**config.mk**
```make
export PLATFORM = sky130hd
export DESIGN_NAME = inst_decode
export DESIGN_NICKNAME = d
export VERILOG_FILES = /design/src/rtl/inst_decode_pkg.sv /design/src/rtl/inst_decode_reg_file.sv /design/src/rtl/inst_decode.sv
export SDC_FILE = /design/constraint.sdc
export NUM_CORES = 2
export LEC_CHECK = 0
export BUFFER_PORTS_ARGS = -buffer_cell sky130_fd_sc_hd__buf_2
export CELL_PAD_IN_SITES_DETAIL_PLACEMENT = 1
export CELL_PAD_IN_SITES_GLOBAL_PLACEMENT = 1
export CORE_MARGIN = 2
export CORE_UTILIZATION = 41
export CTS_BUF_LIST = sky130_fd_sc_hd__clkbuf_8
export DETAILED_ROUTE_END_ITERATION = 16
export PLACE_DENSITY_LB_ADDON = 0.25
export SLEW_MARGIN = 30
export SYNTH_ARGS = -nofsm -noshare
export SYNTH_HDL_FRONTEND = slang
export SYNTH_HIERARCHICAL = 1
export SYNTH_SLANG_ARGS = --single-unit
export TNS_END_PERCENT = 50
```
**constraint.sdc**
```tcl
create_clock -name clk -period 2.4 [get_ports clk]
set_clock_uncertainty 0.2 [all_clocks]
set_input_delay 0 -clock clk [delete_from_list [all_inputs] [get_ports clk]]
set_output_delay 0 -clock clk [all_outputs]
set_load 0.01 [all_outputs]
```
**src/rtl/inst_decode_pkg.sv**
```systemverilog
// rtl/inst_decode_pkg.sv - opcode/funct constants and control encodings for instruction decode
package inst_decode_pkg;

    localparam logic [5:0] OP_RTYPE = 6'h00;
    localparam logic [5:0] OP_J     = 6'h02;
    localparam logic [5:0] OP_JAL   = 6'h03;
    localparam logic [5:0] OP_BEQ   = 6'h04;
    localparam logic [5:0] OP_BNE   = 6'h05;
    localparam logic [5:0] OP_ADDI  = 6'h08;
    localparam logic [5:0] OP_ORI   = 6'h0D;
    localparam logic [5:0] OP_LUI   = 6'h0F;
    localparam logic [5:0] OP_IN    = 6'h1C;
    localparam logic [5:0] OP_OUT   = 6'h1D;
    localparam logic [5:0] OP_LW    = 6'h23;
    localparam logic [5:0] OP_SW    = 6'h2B;

    localparam logic [5:0] FN_SLL   = 6'h00;
    localparam logic [5:0] FN_SRL   = 6'h02;
    localparam logic [5:0] FN_JR    = 6'h08;
    localparam logic [5:0] FN_ADD   = 6'h20;
    localparam logic [5:0] FN_SUB   = 6'h22;
    localparam logic [5:0] FN_AND   = 6'h24;
    localparam logic [5:0] FN_OR    = 6'h25;
    localparam logic [5:0] FN_SLT   = 6'h2A;

    typedef enum logic [3:0] {
        ALU_ADD = 4'd0,
        ALU_SUB = 4'd1,
        ALU_AND = 4'd2,
        ALU_OR  = 4'd3,
        ALU_SLT = 4'd4,
        ALU_SLL = 4'd5,
        ALU_SRL = 4'd6,
        ALU_LUI = 4'd7
    } alu_op_e;

    typedef enum logic [1:0] {
        WB_ALU  = 2'b00,
        WB_MEM  = 2'b01,
        WB_LINK = 2'b10
    } mem_to_reg_e;

    typedef enum logic [1:0] {
        SRC_OP2  = 2'b00,
        SRC_SEXT = 2'b01,
        SRC_ZEXT = 2'b10
    } alu_srcs_e;

    typedef enum logic [1:0] {
        DST_RT  = 2'b00,
        DST_RD  = 2'b01,
        DST_R31 = 2'b10
    } reg_dist_e;

    typedef enum logic [1:0] {
        BR_NONE = 2'b00,
        BR_BEQ  = 2'b01,
        BR_BNE  = 2'b10,
        BR_JUMP = 2'b11
    } branch_e;

    typedef struct packed {
        logic        reg_write;
        mem_to_reg_e mem_to_reg;
        alu_srcs_e   alu_srcs;
        logic        alu_srcs2;
        alu_op_e     alu_op;
        reg_dist_e   reg_dist;
        branch_e     branch;
        logic        mem_write;
        logic        mem_read;
        logic        uart_to_reg;
        logic        reg_to_uart;
    } ctrl_t;

endpackage

```
**src/rtl/inst_decode_reg_file.sv**
```systemverilog
// rtl/inst_decode_reg_file.sv - 32x32 register file, two read ports, write-through bypass, r0 fixed at zero
module reg_file (
    input  logic        clk,
    input  logic        reset,
    input  logic        we,
    input  logic [4:0]  waddr,
    input  logic [31:0] wdata,
    input  logic [4:0]  raddr1,
    input  logic [4:0]  raddr2,
    output logic [31:0] rdata1,
    output logic [31:0] rdata2
);

    logic [31:0] regs [32];
    logic        wr_hit;

    assign wr_hit = we && (waddr != 5'd0);

    // Storage: reset clears everything; r0 is never written
    always_ff @(posedge clk) begin
        if (reset) begin
            for (int i = 0; i < 32; i++) begin
                regs[i] <= 32'd0;
            end
        end else if (wr_hit) begin
            regs[waddr] <= wdata;
        end
    end

    // Read ports: same-edge write data wins so the decoder sees the newest value
    always_comb begin
        rdata1 = 32'd0;
        rdata2 = 32'd0;
        if (raddr1 != 5'd0) begin
            rdata1 = (wr_hit && waddr == raddr1) ? wdata : regs[raddr1];
        end
        if (raddr2 != 5'd0) begin
            rdata2 = (wr_hit && waddr == raddr2) ? wdata : regs[raddr2];
        end
    end

endmodule

```
**src/rtl/inst_decode.sv**
```systemverilog
// rtl/inst_decode.sv - registered instruction decode stage with register file reads
module inst_decode
    import inst_decode_pkg::*;
#(
    parameter int INST_MEM_WIDTH = 2
) (
    input  logic                      clk,
    input  logic                      reset,
    input  logic [31:0]               inst,
    input  logic [INST_MEM_WIDTH-1:0] pc,
    input  logic [INST_MEM_WIDTH-1:0] pc1,
    input  logic                      RegWrite_before,
    input  logic                      UART_write_enable,
    input  logic [31:0]               data,
    input  logic [4:0]                address,
    output logic                      RegWrite,
    output logic [1:0]                MemtoReg,
    output logic [1:0]                ALUSrcs,
    output logic                      ALUSrcs2,
    output logic [3:0]                ALUOp,
    output logic [1:0]                RegDist,
    output logic [1:0]                Branch,
    output logic                      MemWrite,
    output logic                      MemRead,
    output logic                      UARTtoReg,
    output logic                      RegtoUART,
    output logic [31:0]               op1,
    output logic [31:0]               op2,
    output logic [4:0]                rt,
    output logic [4:0]                rd,
    output logic [4:0]                sa,
    output logic [15:0]               immediate,
    output logic [25:0]               inst_index,
    output logic [INST_MEM_WIDTH-1:0] pc_next,
    output logic [INST_MEM_WIDTH-1:0] pc1_next
);

    ctrl_t       ctrl;
    logic [31:0] rf_rdata1;
    logic [31:0] rf_rdata2;
    logic [5:0]  opcode;
    logic [5:0]  funct;

    assign opcode = inst[31:26];
    assign funct  = inst[5:0];

    reg_file u_reg_file (
        .clk    (clk),
        .reset  (reset),
        .we     (RegWrite_before | UART_write_enable),
        .waddr  (address),
        .wdata  (data),
        .raddr1 (inst[25:21]),
        .raddr2 (inst[20:16]),
        .rdata1 (rf_rdata1),
        .rdata2 (rf_rdata2)
    );

    // Control decode: anything not recognised stays all-zero (NOP)
    always_comb begin
        ctrl = '0;
        case (opcode)
            OP_RTYPE: begin
                case (funct)
                    FN_ADD, FN_SUB, FN_AND, FN_OR, FN_SLT, FN_SLL, FN_SRL: begin
                        ctrl.reg_write = 1'b1;
                        ctrl.reg_dist  = DST_RD;
                        ctrl.alu_srcs  = SRC_OP2;
                        case (funct)
                            FN_SUB:  ctrl.alu_op = ALU_SUB;
                            FN_AND:  ctrl.alu_op = ALU_AND;
                            FN_OR:   ctrl.alu_op = ALU_OR;
                            FN_SLT:  ctrl.alu_op = ALU_SLT;
                            FN_SLL:  ctrl.alu_op = ALU_SLL;
                            FN_SRL:  ctrl.alu_op = ALU_SRL;
                            default: ctrl.alu_op = ALU_ADD;
                        endcase
                        ctrl.alu_srcs2 = (funct == FN_SLL) || (funct == FN_SRL);
                    end
                    FN_JR:   ctrl.branch = BR_JUMP;
                    default: ctrl = '0;
                endcase
            end
            OP_ADDI: begin
                ctrl.alu_op    = ALU_ADD;
                ctrl.alu_srcs  = SRC_SEXT;
                ctrl.reg_write = 1'b1;
            end
            OP_ORI: begin
                ctrl.alu_op    = ALU_OR;
                ctrl.alu_srcs  = SRC_ZEXT;
                ctrl.reg_write = 1'b1;
            end
            OP_LUI: begin
                ctrl.alu_op    = ALU_LUI;
                ctrl.alu_srcs  = SRC_ZEXT;
                ctrl.reg_write = 1'b1;
            end
            OP_LW: begin
                ctrl.alu_op     = ALU_ADD;
                ctrl.alu_srcs   = SRC_SEXT;
                ctrl.mem_read   = 1'b1;
                ctrl.mem_to_reg = WB_MEM;
                ctrl.reg_write  = 1'b1;
            end
            OP_SW: begin
                ctrl.alu_op    = ALU_ADD;
                ctrl.alu_srcs  = SRC_SEXT;
                ctrl.mem_write = 1'b1;
            end
            OP_BEQ: begin
                ctrl.alu_op = ALU_SUB;
                ctrl.branch = BR_BEQ;
            end
            OP_BNE: begin
                ctrl.alu_op = ALU_SUB;
                ctrl.branch = BR_BNE;
            end
            OP_J:    ctrl.branch = BR_JUMP;
            OP_JAL: begin
                ctrl.branch     = BR_JUMP;
                ctrl.reg_dist   = DST_R31;
                ctrl.mem_to_reg = WB_LINK;
                ctrl.reg_write  = 1'b1;
            end
            OP_IN: begin
                ctrl.uart_to_reg = 1'b1;
                ctrl.reg_write   = 1'b1;
            end
            OP_OUT:  ctrl.reg_to_uart = 1'b1;
            default: ctrl = '0;
        endcase
    end

    // Output register: one-cycle latency for every output, cleared by reset
    always_ff @(posedge clk) begin
        if (reset) begin
            RegWrite   <= 1'b0;
            MemtoReg   <= 2'b00;
            ALUSrcs    <= 2'b00;
            ALUSrcs2   <= 1'b0;
            ALUOp      <= 4'd0;
            RegDist    <= 2'b00;
            Branch     <= 2'b00;
            MemWrite   <= 1'b0;
            MemRead    <= 1'b0;
            UARTtoReg  <= 1'b0;
            RegtoUART  <= 1'b0;
            op1        <= 32'd0;
            op2        <= 32'd0;
            rt         <= 5'd0;
            rd         <= 5'd0;
            sa         <= 5'd0;
            immediate  <= 16'd0;
            inst_index <= 26'd0;
            pc_next    <= '0;
            pc1_next   <= '0;
        end else begin
            RegWrite   <= ctrl.reg_write;
            MemtoReg   <= ctrl.mem_to_reg;
            ALUSrcs    <= ctrl.alu_srcs;
            ALUSrcs2   <= ctrl.alu_srcs2;
            ALUOp      <= ctrl.alu_op;
            RegDist    <= ctrl.reg_dist;
            Branch     <= ctrl.branch;
            MemWrite   <= ctrl.mem_write;
            MemRead    <= ctrl.mem_read;
            UARTtoReg  <= ctrl.uart_to_reg;
            RegtoUART  <= ctrl.reg_to_uart;
            op1        <= rf_rdata1;
            op2        <= rf_rdata2;
            rt         <= inst[20:16];
            rd         <= inst[15:11];
            sa         <= inst[10:6];
            immediate  <= inst[15:0];
            inst_index <= inst[25:0];
            pc_next    <= pc;
            pc1_next   <= pc1;
        end
    end

endmodule

```
==> impl_metrics.tcl <==
set metrics [dict create \
    status "complete, but fails checks" \
    violations "setup timing" \
    relSlewSlack_pct 43.11 \
    yosysWarnings 6 \
    layout-drive-gt1-share_pct 27.51 \
    die_h_um 384.1 \
    grt_max_degree 101 \
    grt_first_pass_wirelength_mm 345.8 \
    num_rows 139 \
    synth.area.top_cells "edfxtp_1 (52%), mux4_2 (14%), and2_1 (10%)" \
    power_density_mw_per_mm2 670.6 \
    routedWlPerCell_um 36.46 \
    min-delay-start "data[21]" \
    drc_errors 0 \
    grt_overflow 0 \
    finalWeightedCongestion 0.8887 \
    clk_pin_slew_ps 60 \
    clockBufferDepth 3 \
    crit_path_start "u_reg_file/regs[3][15]$_SDFFCE_PN0P_" \
    endpoint "op1[15]$_SDFF_PP0_" \
    io_buffers 218 \
    netlist_area_mm2 0.05923 \
    placed_cells 6309 \
    synth_ff_type "edfxtp_1" \
    antenna_found_initial 27 \
    ys_seq_area_share_pct 55.66 \
    crit_path_max_fanout 2 \
    cp-end-kind "flip-flop" \
    final_nets 4858 \
    vdd_drop_max_mv 0.5555 \
    worstReg2RegEnd "op1[15]$_SDFF_PP0_" \
    grt_use_total_pct 33.65 \
    vias 43690 \
    htree_num_levels 4 \
    hold_path.class "input pin to flip-flop" \
    start_util_pct 41.28 \
    slew_viol_final 0 \
    numCtsBuffers 195 \
    synth_edf_count 1024 \
    setup_ws_ps -48.17 \
    coreArea_mm2 0.1435 \
    tns_ps -69.53 \
    register_area_mm2 0.03297 \
    io_pins 220 \
    rrSetupSlack_ps -50 \
    tightest_slew_ps 850.6 \
    place_area_mm2 0.06541 \
    drt_iter0_drc 6362 \
    rsz0062_at_grt "false" \
    dr.pass1.iters 5 \
    drt_wl_total_mm 250.1 \
    ys_ff_latch 1135 \
    synthDistinctLibCells 78 \
    via_per_inst 6.368 \
    synthTopCellsByCount "edfxtp_1 (1024), and2_1 (962), mux4_2 (356)" \
    fin_cells 6860 \
    reg2regPathDepth 5 \
    ys_async_sr_fraction_pct 0 \
    final_core_util_pct 49.43 \
    cp.required_ps 3010 \
    maxCapViolations 0 \
    syn_avg_cell_area_um2 13.98 \
    finalHoldViolCount 0 \
    dp_slack_ps -358.4 \
    antenna_left 0 \
    multi_input_area_mm2 0.02436 \
    netlist_instances 4236 \
    p_leak_nw 26.50 \
    cts_tree "done" \
    hpwl_mm 157.5 \
    period_needed_ps 2448 \
    yosys.area.top_type_share_pct 51.91 \
    num-fill-cells 14220 \
    fmax_mhz 408.5 \
    dieArea_mm2 0.1475 \
    yosysTopAreaCell "edfxtp_1" \
    setup_viol 3 \
    crit_type "flip-flop to flip-flop" \
    arrival_ps 3050 \
    post-cts-setup-buffer-count 0 \
    stdcell_area_mm2 0.07093 \
    clk_latency_ps 970 \
    clock_sinks 1135 \
    grt_pass1_vias 44210 \
    finalCritPeriodShare_pct 102.0 \
    root_buffer "clkbuf_8" \
    syn_to_final_growth_pct 19.75 \
    post-synth-top-count-cell "edfxtp_1" \
    crit_path_start_kind "flip-flop" \
    timing.rr.start "u_reg_file/regs[3][15]$_SDFFCE_PN0P_" \
    die_x_um 384.1 \
]
-- flip-flops by register name, indices dropped and copies added, names as in the netlist, 3 cells and up --
signal           flops
u_reg_file/regs   1024
op1                 32
op2                 32
immediate            7
inst_index           7
rd                   4
rt                   4
sa                   4
ALUOp                3
-- placed cells by master (no fill, tap or decap), types with 98 or more instances in the layout --
cell type      synthesis  routed
and2_1               962     961
buf_12                 1     129
buf_2                 62     210
buf_4                 53     257
clkbuf_8               0     214
dfxtp_1              111     111
dlygate4sd3_1          0     176
edfxtp_1            1024    1024
mux2i_1              334     334
mux4_2               356     357
nand2_1              134     134
nor2b_1              101      98
-- power by group --
group	switching, W	internal (W)	total [W]
logic	0.00393	0.00299	0.00692
clock network	0.00857	0.00863	0.0172
registers	0.000748	0.0227	0.0235
-- worst min path at each step --
stage                                                      end  slack (ps)  depth (start not counted)
after floorplan                       immediate[10]$_SDFF_PP0_         -70                          1
after global placement                  pc1_next[0]$_SDFF_PP0_           8                          2
after detailed placement                      rd[1]$_SDFF_PP0_          20                          2
after CTS                 u_reg_file/regs[1][21]$_SDFFCE_PN0P_         0.5                          3
after global routing      u_reg_file/regs[1][21]$_SDFFCE_PN0P_          60                          3
final                     u_reg_file/regs[1][21]$_SDFFCE_PN0P_          70                          3
-- through the flow --
stage	hold WS (ps)	total power [W]
detailed placement	15.25	0.03034
CTS	0.5499	0.04759
global placement	7.838	0.03019
finish	71.38	0.04757
global route	60.23	0.04888
floorplan	-71.82	0.02711
-- per-layer routing --
layer / wire length, µm / share of wire, % / GRT usage [%]
met5: 44 / 0.018 / 0
met1: 96580 / 39 / 45.61
met4: 10450 / 4.2 / 13.69
met2: 113300 / 45 / 51.72
met3: 29740 / 12 / 8.444
-- logic make-up after synthesis --
kind of cell / after synthesis / share of synthesized area [%]
AOI/OAI and AO/OA: 441 / 5.589
xor gates and xnor gates: 12 / 0.1774
buffers and inverters: 475 / 3.910
DFF: 1135 / 55.66
muxes: 736 / 20.33
other: 2 / 0.01268
and+or+nand+nor: 1435 / 14.32
-- area by class of cell --
class | count | share of cell area, %
Sequential cell | 1135 | 46.49
Multi-Input combinational cell | 2657 | 34.35
Timing Repair Buffer | 784 | 10.52
Clock buffer | 214 | 4.152
Tap cell | 1903 | 3.357
Clock inverter | 149 | 1.064
Inverter | 8 | 0.04234
Antenna cell | 10 | 0.03528
-- what timing repair did --
action,CTS,global route
resized for setup,1,8
hold endpoints to repair,1211,8
setup endpoints to repair,1,59
hold buffers,176,8
-- critical path, cell delays in order (launching register included) --
cell,delay [ps]
edfxtp_1,400
mux4_2,490
a211oi_1,670
nand2_1,130
a32o_1,290
nor2b_1,130
Power figures use the tool's default switching activity.
